$ cat src/rtl/noc_flit_injector.sv
// Credit-flow-controlled flit injector: a registered FIFO between the flitizer and the router's local input port.
// Optional packet counter is enabled by defining NOC_INJECTOR_PKT_COUNT_EN.
module noc_flit_injector #(
    parameter int FLIT_WIDTH = 64,
    parameter int DEPTH      = 4,
    parameter int CREDITS    = 4
) (
    input  logic                  clk_i,
    input  logic                  rst_i,
    input  logic                  in_valid_i,
    output logic                  in_ready_o,
    input  logic [FLIT_WIDTH-1:0] in_flit_i,
    input  logic [1:0]            in_type_i,
    output logic                  out_valid_o,
    output logic [FLIT_WIDTH-1:0] out_flit_o,
    output logic [1:0]            out_type_o,
    input  logic                  credit_return_i,
    output logic                  framing_err_o,
    output logic                  busy_o,
    output logic [15:0]           pkt_count_o
);

    localparam int         AW        = $clog2(DEPTH);
    localparam logic [3:0] CRED_INIT = 4'(CREDITS);

    localparam logic [0:0] IN_IDLE = 1'b0;
    localparam logic [0:0] IN_PKT  = 1'b1;

    localparam logic [1:0] T_HEAD = 2'b00;
    localparam logic [1:0] T_BODY = 2'b01;
    localparam logic [1:0] T_TAIL = 2'b10;

    logic [FLIT_WIDTH-1:0] flit_mem_q [DEPTH];
    logic [1:0]            type_mem_q [DEPTH];
    logic [AW:0]           wr_ptr_q, rd_ptr_q;
    logic                  empty, full, push, pop;
    logic [FLIT_WIDTH-1:0] head_flit;
    logic [1:0]            head_type;

    logic [3:0]            credits_q, credits_d;
    logic [FLIT_WIDTH-1:0] last_flit_q;
    logic [1:0]            last_type_q;
    logic [0:0]            state_q, state_d;
    logic                  err_q, err_d;

    // Pointers carry one extra wrap bit so full and empty are distinguishable.
    assign empty     = (wr_ptr_q == rd_ptr_q);
    assign full      = (wr_ptr_q[AW] != rd_ptr_q[AW]) &&
                       (wr_ptr_q[AW-1:0] == rd_ptr_q[AW-1:0]);
    assign push      = in_valid_i && !full;
    assign pop       = !empty && (credits_q != 4'd0);
    assign head_flit = flit_mem_q[rd_ptr_q[AW-1:0]];
    assign head_type = type_mem_q[rd_ptr_q[AW-1:0]];

    assign in_ready_o    = !full;
    assign out_valid_o   = pop;
    assign out_flit_o    = pop ? head_flit : last_flit_q;
    assign out_type_o    = pop ? head_type : last_type_q;
    assign framing_err_o = err_q;
    assign busy_o        = !empty || (state_q == IN_PKT);

    always_ff @(posedge clk_i) begin
        if (push) begin
            flit_mem_q[wr_ptr_q[AW-1:0]] <= in_flit_i;
            type_mem_q[wr_ptr_q[AW-1:0]] <= in_type_i;
        end
    end

    // A simultaneous send and return cancel; returns beyond the initial count are dropped.
    always_comb begin
        credits_d = credits_q;
        if (pop && !credit_return_i) begin
            credits_d = credits_q - 4'd1;
        end else if (!pop && credit_return_i && (credits_q != CRED_INIT)) begin
            credits_d = credits_q + 4'd1;
        end
    end

    always_comb begin
        state_d = state_q;
        err_d   = err_q;
        if (push) begin
            case (in_type_i)
                T_HEAD: begin
                    if (state_q == IN_PKT) err_d = 1'b1;
                    state_d = IN_PKT;
                end
                T_BODY: begin
                    if (state_q == IN_IDLE) err_d = 1'b1;
                end
                T_TAIL: begin
                    if (state_q == IN_IDLE) err_d = 1'b1;
                    state_d = IN_IDLE;
                end
                default: begin
                    if (state_q == IN_PKT) err_d = 1'b1;
                    state_d = IN_IDLE;
                end
            endcase
        end
    end

    always_ff @(posedge clk_i) begin
        if (rst_i) begin
            wr_ptr_q    <= '0;
            rd_ptr_q    <= '0;
            credits_q   <= CRED_INIT;
            last_flit_q <= '0;
            last_type_q <= '0;
            state_q     <= IN_IDLE;
            err_q       <= 1'b0;
        end else begin
            if (push) wr_ptr_q <= wr_ptr_q + 1'b1;
            if (pop) begin
                rd_ptr_q    <= rd_ptr_q + 1'b1;
                last_flit_q <= head_flit;
                last_type_q <= head_type;
            end
            credits_q <= credits_d;
            state_q   <= state_d;
            err_q     <= err_d;
        end
    end

`ifdef NOC_INJECTOR_PKT_COUNT_EN
    logic [15:0] pkt_count_q;

    // Tail and head_tail both have type bit 1 set, marking the end of a packet.
    always_ff @(posedge clk_i) begin
        if (rst_i) begin
            pkt_count_q <= '0;
        end else if (pop && head_type[1]) begin
            pkt_count_q <= pkt_count_q + 16'd1;
        end
    end

    assign pkt_count_o = pkt_count_q;
`else
    assign pkt_count_o = '0;
`endif

endmodule
$ cat config.mk
export PLATFORM = sky130hd
export DESIGN_NAME = noc_flit_injector
export DESIGN_NICKNAME = d
export VERILOG_FILES = /design/src/rtl/noc_flit_injector.sv
export SDC_FILE = /design/constraint.sdc
export NUM_CORES = 1
export LEC_CHECK = 0
export BUFFER_PORTS_ARGS = -buffer_cell sky130_fd_sc_hd__buf_2
export CAP_MARGIN = 10
export CORE_MARGIN = 8
export CORE_UTILIZATION = 59
export CTS_BUF_LIST = sky130_fd_sc_hd__clkbuf_8
export DETAILED_ROUTE_END_ITERATION = 10
export PLACE_DENSITY = 0.88
export REMOVE_ABC_BUFFERS = 1
export SYNTH_ARGS = -nofsm -noshare
export SYNTH_HDL_FRONTEND = slang
export SYNTH_SLANG_ARGS = --single-unit
$ cat constraint.sdc
create_clock -name clk_i -period 6.95 [get_ports clk_i]
set_input_delay 0.695 -clock clk_i [delete_from_list [all_inputs] [get_ports clk_i]]
set_output_delay 0.695 -clock clk_i [all_outputs]
set_load 0.005 [all_outputs]
==> flow_metrics.tcl, run 1 <==
set metrics [dict create \
    status "finished clean" \
    post-cts-setup-buffers 0 \
    cp_slowest_cell "buf_4" \
    synth_commonest_cells "edfxtp_1, dfxtp_1, mux4_2" \
    cts_buffer_depth 3 \
    area_growth_syn_to_layout_pct 14.1 \
    finalHoldViolCount 0 \
    cts_made_buffers 53 \
    grt_pass1_wl_um 38100 \
    start_util 0.599 \
    leakagePower_uw 0.00587 \
    die_x_um 167 \
    cts_root_buffer "clkbuf_8" \
    cp_top_family "buffers and inverters" \
    synthFlopType "edfxtp_1" \
    async_flop_share 0 \
    setup_violations 0 \
    drv_slew 0 \
    holdPathStages 1 \
    clkLatencyLatePin_ps 550 \
    min_path_type "input port to flop" \
    finalCritPeriodShare 0.603 \
    cts_resized 0 \
    synth.cell_area_um2 13500 \
    tns_ps 0 \
    grt_util_all_layers 0.172 \
    fillers 1426 \
    drv_cap 0 \
    path_class "flop to primary output" \
    via_count 6521 \
    crit_fanout 53 \
    ant_nets 0 \
    clock-sinks 344 \
    grt_setup_unrepaired "no" \
    h-tree-depth 2 \
    cp.required_ps 6250 \
    ys_warn_count 0 \
    drtIter0Drc 369 \
    via_per_inst 5.58 \
    routedWlPerCell_um 20.8 \
    use_met2 0.295 \
    ys_ff_latch 344 \
    power_density_nw_per_um2 428 \
    worst_pin_slew_ps 1070 \
    die_h_um 167 \
    worstPathCellList "xnor2_1, a31oi_4, buf_4, mux2_2, buf_2" \
    die_area_um2 27900 \
    syn_inst 679 \
    grt_busiest_layer "met2" \
    synth_top_area_frac 0.588 \
    totalWireLength_um 24300 \
    grt_pass1_vias 7076 \
    synth_most_common_cell "edfxtp_1" \
    hold_buffers 0 \
    ys_seq_area_frac 0.707 \
    worstPathArrival_ps 3490 \
    end_kind "primary output" \
    clock_skew_ps 13.6 \
    hpwlAfterDp_um 14200 \
    antenna_found_initial 4 \
    cp.depth 5 \
    syn_area_per_cell_um2 19.9 \
    io_buffers 139 \
    r2r_cells 5 \
    path_clk_slew_ps 60 \
    rows 55 \
    grt_use_met1 0.209 \
    synth_edf_count 264 \
    synth.distinct_cells 41 \
    crit_buf_inv 2 \
    ir_drop_uv 303 \
    min_period_ps 4190 \
    coreArea_um2 22500 \
    slew_headroom 0.287 \
    gp_congestion 0.697 \
    fmax_mhz 239 \
    use_met3 0.0489 \
    pin_count 156 \
    final_nets 919 \
    grt_overflow 0 \
    fin_ws_ps 2760 \
    synth_top_area_cell "edfxtp_1" \
    pre_cts_ws_ps 3280 \
    post-route-drc-count 0 \
    drive_gt1_frac 0.411 \
    grt_max_degree 83 \
    startpoint_type "flop" \
    detail_route.first_pass.iterations 4 \
    max_stage_delay_ps 940 \
    synth_area_leaders "edfxtp_1, dfxtp_1, mux4_2" \
    tritoncts "done" \
]
## flip-flops by register name, indices dropped and copies added (netlist names), named ones only
name	flops
credits_q	4
flit_mem_q	256
framing_err_o	1
last_flit_q	64
last_type_q	2
rd_ptr_q	3
state_q	1
type_mem_q	8
wr_ptr_q	3
## per-stage QoR
step | instances | util | hold WS [ps] | cell area (um^2) | total power (uW)
final | 1169 | 0.684 | 356 | 15400 | 6580
after global routing | 1169 | 0.684 | 318 | 15400 | 6900
after CTS | 1168 | 0.684 | 321 | 15400 | 6660
after detailed placement | 1071 | 0.635 | 463 | 14300 | 4980
after global placement | 1071 | 0.635 | 449 | 14300 | 4900
after floorplan | 645 | - | 460 | 13200 | 4340
## path summary, 6_finish.rpt
path	to	slack (ps)	startpoint
hold / removal	flit_mem_q[3][49]$_DFFE_PP_	360	in_flit_i[49]
setup / recovery	out_flit_o[61]	2760	wr_ptr_q[0]$_SDFFE_PP0P_
hold reg to reg	framing_err_o$_SDFFE_PP0P_	470	framing_err_o$_SDFFE_PP0P_
setup reg to reg	last_flit_q[61]$_SDFF_PP0_	3860	wr_ptr_q[0]$_SDFFE_PP0P_
## per-layer routing
layer / vias up / part of all wire
met2: 220 / 0.50
met3: 51 / 0.065
met5: - / 0.0013
met4: 6 / 0.023
li1: 2942 / -
met1: 3302 / 0.41
## power by group
group,switching [uW],internal [uW],leakage [uW]
sequential,222,2530,0.00308
combinational,875,1280,0.00217
clock,737,933,0.000609
total,1830,4740,0.00587
## area by class of cell
cell class / instances / area (um^2) / area share
repair buffers: 141 / 713 / 0.0464
flip-flops and latches: 344 / 9540 / 0.620
inverters: 5 / 18.8 / 0.00122
diodes: 1 / 2.50 / 0.000163
multi-input cells: 296 / 3670 / 0.239
clock buffers: 63 / 867 / 0.0564
clock inverters: 34 / 216 / 0.0141
well taps: 285 / 357 / 0.0232
## cells in the final DEF (no fill, tap or decap), drive strengths merged, types with 16 or more instances in the layout
cell type  netlist  layout
clkinv           0      16
inv              5      20
edfxtp         264     264
mux2            67      67
dfxtp           80      80
buf             33     141
conb             1      16
and2b           58      58
mux4            66      66
clkbuf          16      63
## cells by family after synthesis
| logic type | Yosys count | synth area share |
|---|---|---|
| AOI/OAI and AO/OA | 23 | 0.0126 |
| xor gates and xnor gates | 10 | 0.00650 |
| adders and majority gates | 8 | 0.00743 |
| buffers and inverters | 54 | 0.0254 |
| DFF | 344 | 0.707 |
| muxes | 135 | 0.186 |
| other | 1 | 0.000278 |
| and+or+nand+nor | 104 | 0.0550 |
No activity file was read; power rests on OpenSTA's default activity.
==> run 2: changes to the inputs <==
Clock period 6.95 ns to 4.16 ns, I/O delays scaled along.
==> run 2 against run 1 <==
Effect of this change: utilization fell by 0.083 points; combinational power rose by 71%; largest cell class unchanged; highest routed layer unchanged; setup slack got worse by 1700 ps.
==> flow_metrics.tcl, run 2 (synthesis gave the netlist of run 1 again) <==
set metrics [dict create \
    clock-sinks 344 \
    grt_pass1_vias 7153 \
    crit_fanout 38 \
    ir_drop_uv 392 \
    final_cell_mix "edfxtp_1, buf_2, dfxtp_1, mux4_2, mux2_4" \
    path_clk_slew_ps 60 \
    fillers 1444 \
    power_density_nw_per_um2 707 \
    post-route-drc-count 0 \
    end_kind "primary output" \
    routedWlPerCell_um 21.0 \
    tns_ps 0 \
    hold_buffers 0 \
    min_period_ps 3050 \
    grt_setup_unrepaired "no" \
    area_growth_syn_to_layout_pct 14.0 \
    largest_reg_flops 256 \
    die_x_um 167 \
    post-cts-setup-buffers 0 \
    gp_congestion 0.775 \
    finalCritPeriodShare 0.734 \
    fmax_mhz 327 \
    clkLatencyLatePin_ps 560 \
    startpoint_type "flop" \
    die_area_um2 27900 \
    rows 55 \
    slew_headroom 0.302 \
    ant_nets 0 \
    detail_route.first_pass.iterations 4 \
    antenna_found_initial 4 \
    fin_util 0.683 \
    cts_root_buffer "clkbuf_8" \
    drtIter0Drc 361 \
    cts_buffer_depth 3 \
    worstPathArrival_ps 2640 \
    io_buffers 139 \
    die_h_um 167 \
    grt_pass1_wl_um 38700 \
    min_path_type "input port to flop" \
    h-tree-depth 2 \
    final_nets 923 \
    cts_made_buffers 52 \
    leakagePower_uw 0.00588 \
    clock_skew_ps 12.7 \
    drv_slew 0 \
    totalWireLength_um 24700 \
    drv_cap 0 \
    grt_overflow 0 \
    via_per_inst 5.51 \
    hpwlAfterDp_um 15000 \
    pin_count 156 \
    grt_max_degree 67 \
    start_util 0.599 \
    cts_resized 0 \
    setup_violations 0 \
    cp.required_ps 3740 \
    path_class "flop to primary output" \
    worst_pin_slew_ps 1050 \
    finalHoldViolCount 0 \
    final_common_cell "edfxtp_1" \
    drive_gt1_frac 0.409 \
    grt_util_all_layers 0.177 \
    via_count 6470 \
    status "finished clean" \
    tritoncts "done" \
    coreArea_um2 22500 \
]
[run 2: cell count changes in the layout (fill, tap and decap cells not counted)]
cell        delta
buf_12         +1
buf_4          +4
bufinv_16      -1
clkbuf_8       -5
clkinv_1       -4
clkinv_2       -1
clkinvlp_4     +2
diode_2        +2
inv_1          +8
[run 2: final timing paths]
kind | startpoint | end | slack (ps) | cells past startpoint
worst max-delay path | wr_ptr_q[0]$_SDFFE_PP0P_ | out_flit_o[44] | 1110 | 5
worst min-delay path | in_flit_i[55] | flit_mem_q[3][55]$_DFFE_PP_ | 70 | 1
worst max register to register | wr_ptr_q[1]$_SDFFE_PP0P_ | flit_mem_q[1][15]$_DFFE_PP_ | 1660 | 3
worst min register to register | framing_err_o$_SDFFE_PP0P_ | framing_err_o$_SDFFE_PP0P_ | 490 | 2
[run 2: where the power goes]
part | internal, uW | switching [uW]
logic | 2150 | 1540
registers | 4230 | 326
clock network | 1400 | 1210
total | 7780 | 3080
[run 2: per-stage QoR]
step           instances  hold WS, ps  total power, uW  cell area, um^2  setup WS [ps]
6_report            1175         66.2            10900            15400           1110
3_5_place_dp        1076          475             8370            14300           1670
3_3_place_gp        1076          473             8240            14300           1700
4_1_cts             1172         30.0            11000            15400           1050
5_1_grt             1174         36.9            11400            15400            966
2_1_floorplan        645          460             7240            13200           9.05
[run 2: critical path, cell delays in order, from the launching register on]
cell	delay (ps)
dfxtp_1	450
xnor2_1	200
a31oi_4	250
buf_4	610
mux2_4	370
buf_2	130
[run 2: final cells by class]
cell class / instances / area, um^2 / area share
diodes: 3 / 7.51 / 0.000489
clock buffers: 58 / 798 / 0.0520
clock inverters: 38 / 211 / 0.0138
inverters: 5 / 18.8 / 0.00122
multi-input cells: 296 / 3670 / 0.239
flip-flops and latches: 344 / 9540 / 0.621
well taps: 285 / 357 / 0.0232
repair buffers: 146 / 763 / 0.0497
[run 2: layer usage]
layer,track usage,up-vias,share of wire
li1,-,2959,-
met1,0.213,3283,0.41
met2,0.309,187,0.51
met3,0.0430,37,0.058
met4,0.0617,4,0.017
met5,0,-,0.0010
